<file path="config.mk">
export PLATFORM = sky130hd
export DESIGN_NAME = mem_arbiter
export DESIGN_NICKNAME = d
export VERILOG_FILES = /design/src/rtl/mem_arbiter.sv
export SDC_FILE = /design/constraint.sdc
export NUM_CORES = 1
export LEC_CHECK = 0
export BUFFER_PORTS_ARGS = -buffer_cell sky130_fd_sc_hd__buf_2
export CORE_AREA = 10 10 76 78
export CTS_CLUSTER_DIAMETER = 200
export DETAILED_ROUTE_END_ITERATION = 8
export DIE_AREA = 0 0 86 88
export HOLD_SLACK_MARGIN = 0.08
export PLACE_DENSITY = 0.75
export SLEW_MARGIN = 25
export SYNTH_ARGS = -nofsm -noshare
export SYNTH_HDL_FRONTEND = slang
export SYNTH_SLANG_ARGS = --single-unit
</file>
<file path="constraint.sdc">
create_clock -name clk -period 2.2 [get_ports clk]
set_input_delay 0.33 -clock clk [delete_from_list [all_inputs] [get_ports clk]]
set_output_delay 0.33 -clock clk [all_outputs]
set_load 0.05 [all_outputs]
</file>
<file path="src/rtl/mem_arbiter.sv">
// Two-requester arbiter sharing one multicycle memory between the I-cache and D-cache miss engines.
// Holds a grant for a whole burst and drains in-flight reads before handing memory to the other side.
module mem_arbiter #(
    parameter int ADDR_W = 16,
    parameter int DATA_W = 16,
    parameter int CNT_W  = 3
) (
    input  logic              clk,
    input  logic              rst,
    input  logic              i_req,
    input  logic              i_wr,
    input  logic [ADDR_W-1:0] i_addr,
    input  logic [DATA_W-1:0] i_wdata,
    output logic              i_gnt,
    output logic [DATA_W-1:0] i_rdata,
    output logic              i_data_valid,
    input  logic              d_req,
    input  logic              d_wr,
    input  logic [ADDR_W-1:0] d_addr,
    input  logic [DATA_W-1:0] d_wdata,
    output logic              d_gnt,
    output logic [DATA_W-1:0] d_rdata,
    output logic              d_data_valid,
    output logic              mem_enable,
    output logic              mem_wr,
    output logic [ADDR_W-1:0] mem_addr,
    output logic [DATA_W-1:0] mem_wdata,
    input  logic [DATA_W-1:0] mem_rdata,
    input  logic              mem_data_valid,
    output logic              proto_err
);

    typedef enum logic [1:0] {IDLE, GNT_I, GNT_D, DRAIN} state_t;

    state_t           state, state_nxt;
    logic             last_d, last_d_nxt;   // last owner: 1 = D-side, 0 = I-side
    logic [CNT_W-1:0] outstanding;
    logic             route_i, route_d;
    logic             rd_issue, valid_ok, stray_valid, overflow;

    always_ff @(posedge clk or posedge rst) begin
        if (rst) begin
            state  <= IDLE;
            last_d <= 1'b1;
        end else begin
            state  <= state_nxt;
            last_d <= last_d_nxt;
        end
    end

    always_comb begin
        state_nxt  = state;
        last_d_nxt = last_d;
        case (state)
            IDLE: begin
                if (i_req && d_req)
                    state_nxt = last_d ? GNT_I : GNT_D;
                else if (i_req)
                    state_nxt = GNT_I;
                else if (d_req)
                    state_nxt = GNT_D;
            end
            GNT_I: begin
                if (!i_req) begin
                    last_d_nxt = 1'b0;
                    state_nxt  = (outstanding != '0) ? DRAIN : IDLE;
                end
            end
            GNT_D: begin
                if (!d_req) begin
                    last_d_nxt = 1'b1;
                    state_nxt  = (outstanding != '0) ? DRAIN : IDLE;
                end
            end
            DRAIN: begin
                if (outstanding == '0)
                    state_nxt = IDLE;
            end
            default: state_nxt = IDLE;
        endcase
    end

    always_comb begin
        i_gnt     = (state == GNT_I);
        d_gnt     = (state == GNT_D);
        route_i   = i_gnt || (state == DRAIN && !last_d);
        route_d   = d_gnt || (state == DRAIN &&  last_d);
        mem_enable = 1'b0;
        mem_wr     = 1'b0;
        mem_addr   = '0;
        mem_wdata  = '0;
        if (i_gnt) begin
            mem_enable = i_req;
            mem_wr     = i_wr;
            mem_addr   = i_addr;
            mem_wdata  = i_wdata;
        end else if (d_gnt) begin
            mem_enable = d_req;
            mem_wr     = d_wr;
            mem_addr   = d_addr;
            mem_wdata  = d_wdata;
        end
        // A valid with nothing outstanding is a protocol error and is not forwarded.
        valid_ok     = mem_data_valid && (outstanding != '0);
        stray_valid  = mem_data_valid && (outstanding == '0);
        rd_issue     = mem_enable && !mem_wr;
        overflow     = rd_issue && !valid_ok && (outstanding == '1);
        i_data_valid = valid_ok && route_i;
        d_data_valid = valid_ok && route_d;
        i_rdata      = i_data_valid ? mem_rdata : '0;
        d_rdata      = d_data_valid ? mem_rdata : '0;
    end

    always_ff @(posedge clk or posedge rst) begin
        if (rst) begin
            outstanding <= '0;
            proto_err   <= 1'b0;
        end else begin
            if (stray_valid || overflow)
                proto_err <= 1'b1;
            if (rd_issue && !valid_ok && !overflow)
                outstanding <= outstanding + CNT_W'(1);
            else if (valid_ok && !rd_issue)
                outstanding <= outstanding - CNT_W'(1);
        end
    end

endmodule

</file>
== Word level (Yosys, flattened, before mapping) ==
Index checks and enable logic that the tools add are counted.

* Register bits: 7
* Latch bits: 0
* Memory bits (writable): 0
* ROM bits: 0
* Input bits: 87
* Output and inout port bits: 71
* Word-level logic and storage cells: 65
* Memories: 0

* $add $sub $neg: 2
* Multiply operators: 0
* Div/mod/pow operators: 0
* Magnitude comparators: 0
* Eq/ne operators: 8
* Shifts and indexed selects: 0
* Multiplexer cells: 24
* Bitwise logic cells: 0
* Reductions and logical operators: 27

{| class="wikitable"
|+ Operator list
! kind !! number
|-
| 16-bit 2-to-1 mux || 6
|-
| 2-bit 2-to-1 mux || 8
|-
| 1-bit logical AND || 12
|-
| 2-bit case mux with 4 select lines || 1
|-
| 1-bit 2-to-1 mux || 6
|-
| 3-bit 2-to-1 mux || 2
|-
| 2-bit inequality test (second input constant) || 3
|-
| 1-bit zero test || 5
|-
| 2-bit equality test (second input constant) || 2
|-
| 4-bit inequality test (second input constant) || 1
|-
| 4-bit AND reduction || 1
|-
| 2-bit nonzero test || 2
|-
| 3-bit by 1-bit adder with 3-bit output (second input constant) || 1
|-
| 3-bit equality test (second input constant) || 1
|-
| 3-bit zero test || 1
|-
| 1-bit logical OR || 3
|-
| 3-bit AND reduction || 1
|-
| 3-bit nonzero test || 1
|-
| 3-bit by 1-bit subtractor with 3-bit output (second input constant) || 1
|-
| 2-bit by 1-bit equality test with 1-bit output (second input constant) || 1
|-
| 2-bit zero test || 1
|-
| 1-bit case mux with 2 select lines || 1
|}

== Logic depth before layout (Yosys ltp) ==
* Depth in word-level cells: 10
* Depth in mapped cells: 10
* Gate-level depth less buffers: 10

== Least setup slack after synthesis ==
OpenSTA, ideal clock, no wires.

* Path kind: reg2out
* Start: reg state[1]
* End: out mem_addr[9]
* Data arrival time: 2.386 ns
* Required time: 1.870 ns
* Path slack: -0.516 ns
* Cell stages (with the launch flop): 6
* Buffers on the path: 2
* Cells stage by stage: dfrtp_1 -> inv_1 -> ha_1 -> buf_2 -> buf_1 -> o21ai_0

* Elaborated cells on any way between the ends: 4

{| class="wikitable"
|+ RTL lines
! element !! line !! text
|-
| start: declaration || 35 || <nowiki>state_t state, state_nxt;</nowiki>
|-
| start signal: assignment || 46 || <nowiki>state <= state_nxt;</nowiki>
|-
| 2-bit by 1-bit equality test with 1-bit output || 84 || <nowiki>i_gnt = (state == GNT_I);</nowiki>
|-
| net i_gnt || 14 || <nowiki>output logic i_gnt,</nowiki>
|-
| 16-bit 2-to-1 mux || 92 || <nowiki>if (i_gnt) begin</nowiki>
|-
| end: declaration || 26 || <nowiki>output logic [ADDR_W-1:0] mem_addr,</nowiki>
|}

The timed path passes the listed nets, and every way through them passes these cells.

== Worst setup path after layout ==
* Start: reg state[0]
* End: reg outstanding[1]

* Longest elaborated chain between the ends: 10
* Elaborated cells on any way between the ends: 16

{| class="wikitable"
|+ Ends and longest elaborated chain
! element !! line !! text
|-
| 2-bit equality test || 85 || <nowiki>d_gnt = (state == GNT_D);</nowiki>
|-
| 1-bit 2-to-1 mux || 97 || <nowiki>end else if (d_gnt) begin</nowiki>
|-
| 1-bit 2-to-1 mux || 92 ||
|-
| 1-bit zero test || 106 || <nowiki>rd_issue = mem_enable && !mem_wr;</nowiki>
|-
| 1-bit logical AND * || 106 ||
|-
| 1-bit logical AND || 107, 121 ||
|-
| 1-bit logical AND || 107 || <nowiki>overflow = rd_issue && !valid_ok && (outstanding == '1);</nowiki>
|-
| 1-bit zero test || 121 || <nowiki>if (rd_issue && !valid_ok && !overflow)</nowiki>
|-
| 1-bit logical AND || 121 ||
|-
| 3-bit 2-to-1 mux or 2-bit nonzero test (tied branches) || -- ||
|-
| end signal: assignment || 122 || <nowiki>outstanding <= outstanding + CNT_W'(1);</nowiki>
|-
| end signal: assignment || 124 || <nowiki>outstanding <= outstanding - CNT_W'(1);</nowiki>
|-
| end: declaration || 37 || <nowiki>logic [CNT_W-1:0] outstanding;</nowiki>
|}

Every way passes the cells marked *; elsewhere a longest branch is shown, timed or not.
A chain may end at the register's enable or synchronous reset.

==> metrics.yaml <==
status:
  status: "complete, but fails checks"
  violations: "setup timing"
global_route:
  grt_pass1_wl_microns: 9490
  grt_overflow: 0
  grt_pass1_vias: 1765
  grt_start_max_net_pins: 39
  antenna_found_initial: 2
  track_usage_pct: 15.1
timing:
  report.final.setup_viol: 1
  maxSlewHeadroom_pct: 81.8
  fin_crit_sh_pct: 101
  hold_ws_ns: 0.458
  worstMarginPinSlew_ns: 0.270
  hold_viol: 0
  timing.final.ws_setup_ns: -0.0120
  skew_ns: 0.00702
  rsz0062_at_grt: "true"
  drv_slew: 0
  period_needed_ns: 2.21
  clock.fmax_mhz: 452
cts:
  root_buffer: "clkbuf_8"
  clkTransAtPathRegs_ns: 0.04
  cts_buffers: 3
  h-tree-depth: 1
  clockBufferDepth: 2
  cts_tree: "yes"
  cts_sinks: 7
  clk_latency_ns: 0.24
synthesis:
  netlist_area_sq_um: 1260
  synth_cell_types: 44
  synth_edf_count: 0
  synth_ff_type: "dfrtp_1"
  synth_fp_nets: 259
  synthArstFlopShare_pct: 100
  syn_avg_cell_area_sq_um: 7.60
  yosys_register_bits: 7
  ys_seq_area_share_pct: 14.0
  syn_inst: 166
  synth_warnings: 0
worst_setup_path:
  crit_required_ns: 2.37
  worstPathArrival_ns: 2.38
  path_delay_family: "adder cells"
  slowest_stage: "fa_1"
  timing.critical_path.cells: "ha_4, and4bb_2, nor2_2, a21o_1, fa_1, nand3_1, mux2_4, nand3_1"
  crit_fanout: 4
  crit_type: "reg -> reg"
  end_kind: "register"
  path_common_cell: "nand3_1"
  cp.buffers_inverters: 0
  cpPeakStageDelay_ns: 0.54
  critPathLaunchType: "register"
cells_and_area:
  antenna_cells: 0
  nFillCells: 372
  seq_area_sq_um: 178
  mostFrequentLayoutCells: "buf_2 (130), a22o_1 (32), clkbuf_4 (27)"
  nets: 423
  drive_above_1_share_pct: 65.3
  syn2layout_area_growth_pct: 89.1
  instances_no_fill: 381
  multi_input_area_sq_um: 1060
  layout_commonest_cell: "buf_2"
detailed_routing:
  finalWirelength_microns: 6910
  wl_per_cell_microns: 18.1
  antenna_left: 0
  drc: 0
  drtIter0Drc: 49
  viasPerCell: 4.87
  drt-pass1-iter-count: 4
  vias: 1854
floorplan:
  rows: 24
  die_x_microns: 86
  initial_core_util_pct: 29.4
  num_io_pins: 158
  die_h_microns: 88
  coreArea_sq_um: 4290
  die_area_sq_um: 7570
pwr:
  power_density_nw_per_um2: 1750
  power.internal_mw: 1.51
  p_leak_nw: 1.37
  clockPowerShare_pct: 4.4
  p_switching_mw: 2.67
  power_frac_seq_pct: 6.0
  switching_share_pct: 63.9
  ir_drop_v: 0.00107
  combPwrFrac_pct: 89.6
placed_design:
  pre_cts_ws_ns: -0.0375
  dp.cells: 373
  dp_hpwl_microns: 5850
  io_buffers: 157
  routabilityCongestion: 0.875
job:
  maxCapViolCount: 0
min_path:
  hp-class: "in -> reg"
==> cell type report <==
| cell class | instances | share of cell area, % |
|---|---|---|
| clock buffer | 3 | 1.73 |
| clock inverter | 1 | 0.210 |
| inverter | 9 | 1.42 |
| multi-input combinational | 134 | 44.6 |
| sequential | 7 | 7.45 |
| tap | 52 | 2.73 |
| timing repair buffer | 175 | 41.9 |
==> per-stage QoR <==
| step | utilization, % | total power, mW | area, sq um | TNS [ns] |
|---|---|---|---|---|
| floorplan | - | 3.01 | 1310 | -0.0996 |
| global route | 55.5 | 4.41 | 2380 | -0.148 |
| detailed placement | 51.2 | 3.81 | 2200 | -0.296 |
| CTS | 52.9 | 4.04 | 2270 | 0 |
| global placement | 51.2 | 3.77 | 2200 | 0 |
| finish | 55.5 | 4.18 | 2380 | -0.0120 |
==> power by group through the flow <==
| stage | combinational [mW] | sequential, mW | clock [mW] |
|---|---|---|---|
| floorplan | 2.75 | 0.258 | 0 |
| global placement | 3.52 | 0.245 | 0 |
| detailed placement | 3.56 | 0.248 | 0 |
| CTS | 3.60 | 0.249 | 0.191 |
| global route | 3.96 | 0.254 | 0.203 |
| finish | 3.75 | 0.250 | 0.185 |
==> cell usage after synthesis (all sizes together) (2+ instances only) <==
cell type	instances	share of area [%]
mux2i	2	1.6
inv	9	2.7
nand3	2	0.79
clkbuf	10	3.0
a22o	32	22
nand3b	2	1.2
and2	32	16
buf	6	2.8
nor2	5	1.5
nand2b	6	3.0
a21oi	5	2.0
nand2	10	3.0
a21o	2	1.3
o21ai	7	2.8
ha	5	5.0
dfrtp	6	12
mux2	2	1.8
==> metal layers <==
| layer | routed length [microns] | GRT usage (%) | vias up | part of all wire, % |
|---|---|---|---|---|
| met2 | 3470 | 26.4 | 90 | 50 |
| li1 | - | - | 931 | - |
| met1 | 2730 | 17.1 | 822 | 40 |
| met5 | 23 | 0 | - | 0.33 |
| met4 | 30 | 2.40 | 4 | 0.43 |
| met3 | 659 | 5.94 | 7 | 9.5 |
==> repair_timing <==
action | in CTS | in global routing
gates cloned | 0 | 0
setup buffers | 0 | 3
hold endpoints to repair | 6 | 0
setup endpoints to repair | 67 | 49
gates resized for setup | 6 | 32
hold buffers | 1 | 0
==> flip-flops by register name (all words and copies together), names as in the netlist <==
register     count
outstanding      3
state            2
last_d           1
proto_err        1
==> tightest hold or removal path, delay by kind of cell <==
kind	cells	cell delay, ns
AND/OR/NAND/NOR	1	0.05
buffers and inverters	1	0.12
AO/OA/AOI/OAI	1	0.17
==> final timing paths <==
check	start	cells after the start	slack (ns)	to
worst max-delay path	state[0]	8	-0.01	outstanding[1]
worst min-delay path	d_req	3	0.46	last_d
worst max register to register	state[0]	8	-0.01	outstanding[1]
worst min register to register	proto_err	1	0.48	proto_err
max in group asynchronous	rst	3	1.36	last_d
min in group asynchronous	rst	3	0.56	state[1]
==> cell families (layout without fill, tap and decap cells) <==
| family | Yosys count | in the layout | synth area share (%) |
|---|---|---|---|
| and+or+nand+nor | 67 | 67 | 32.0 |
| AOI/OAI and AO/OA | 57 | 57 | 35.6 |
| buffers and inverters | 25 | 188 | 8.43 |
| DFF | 7 | 7 | 14.0 |
| adders and majority gates | 6 | 6 | 6.55 |
| muxes | 4 | 4 | 3.37 |
No activity file was read; power rests on OpenSTA's default activity.
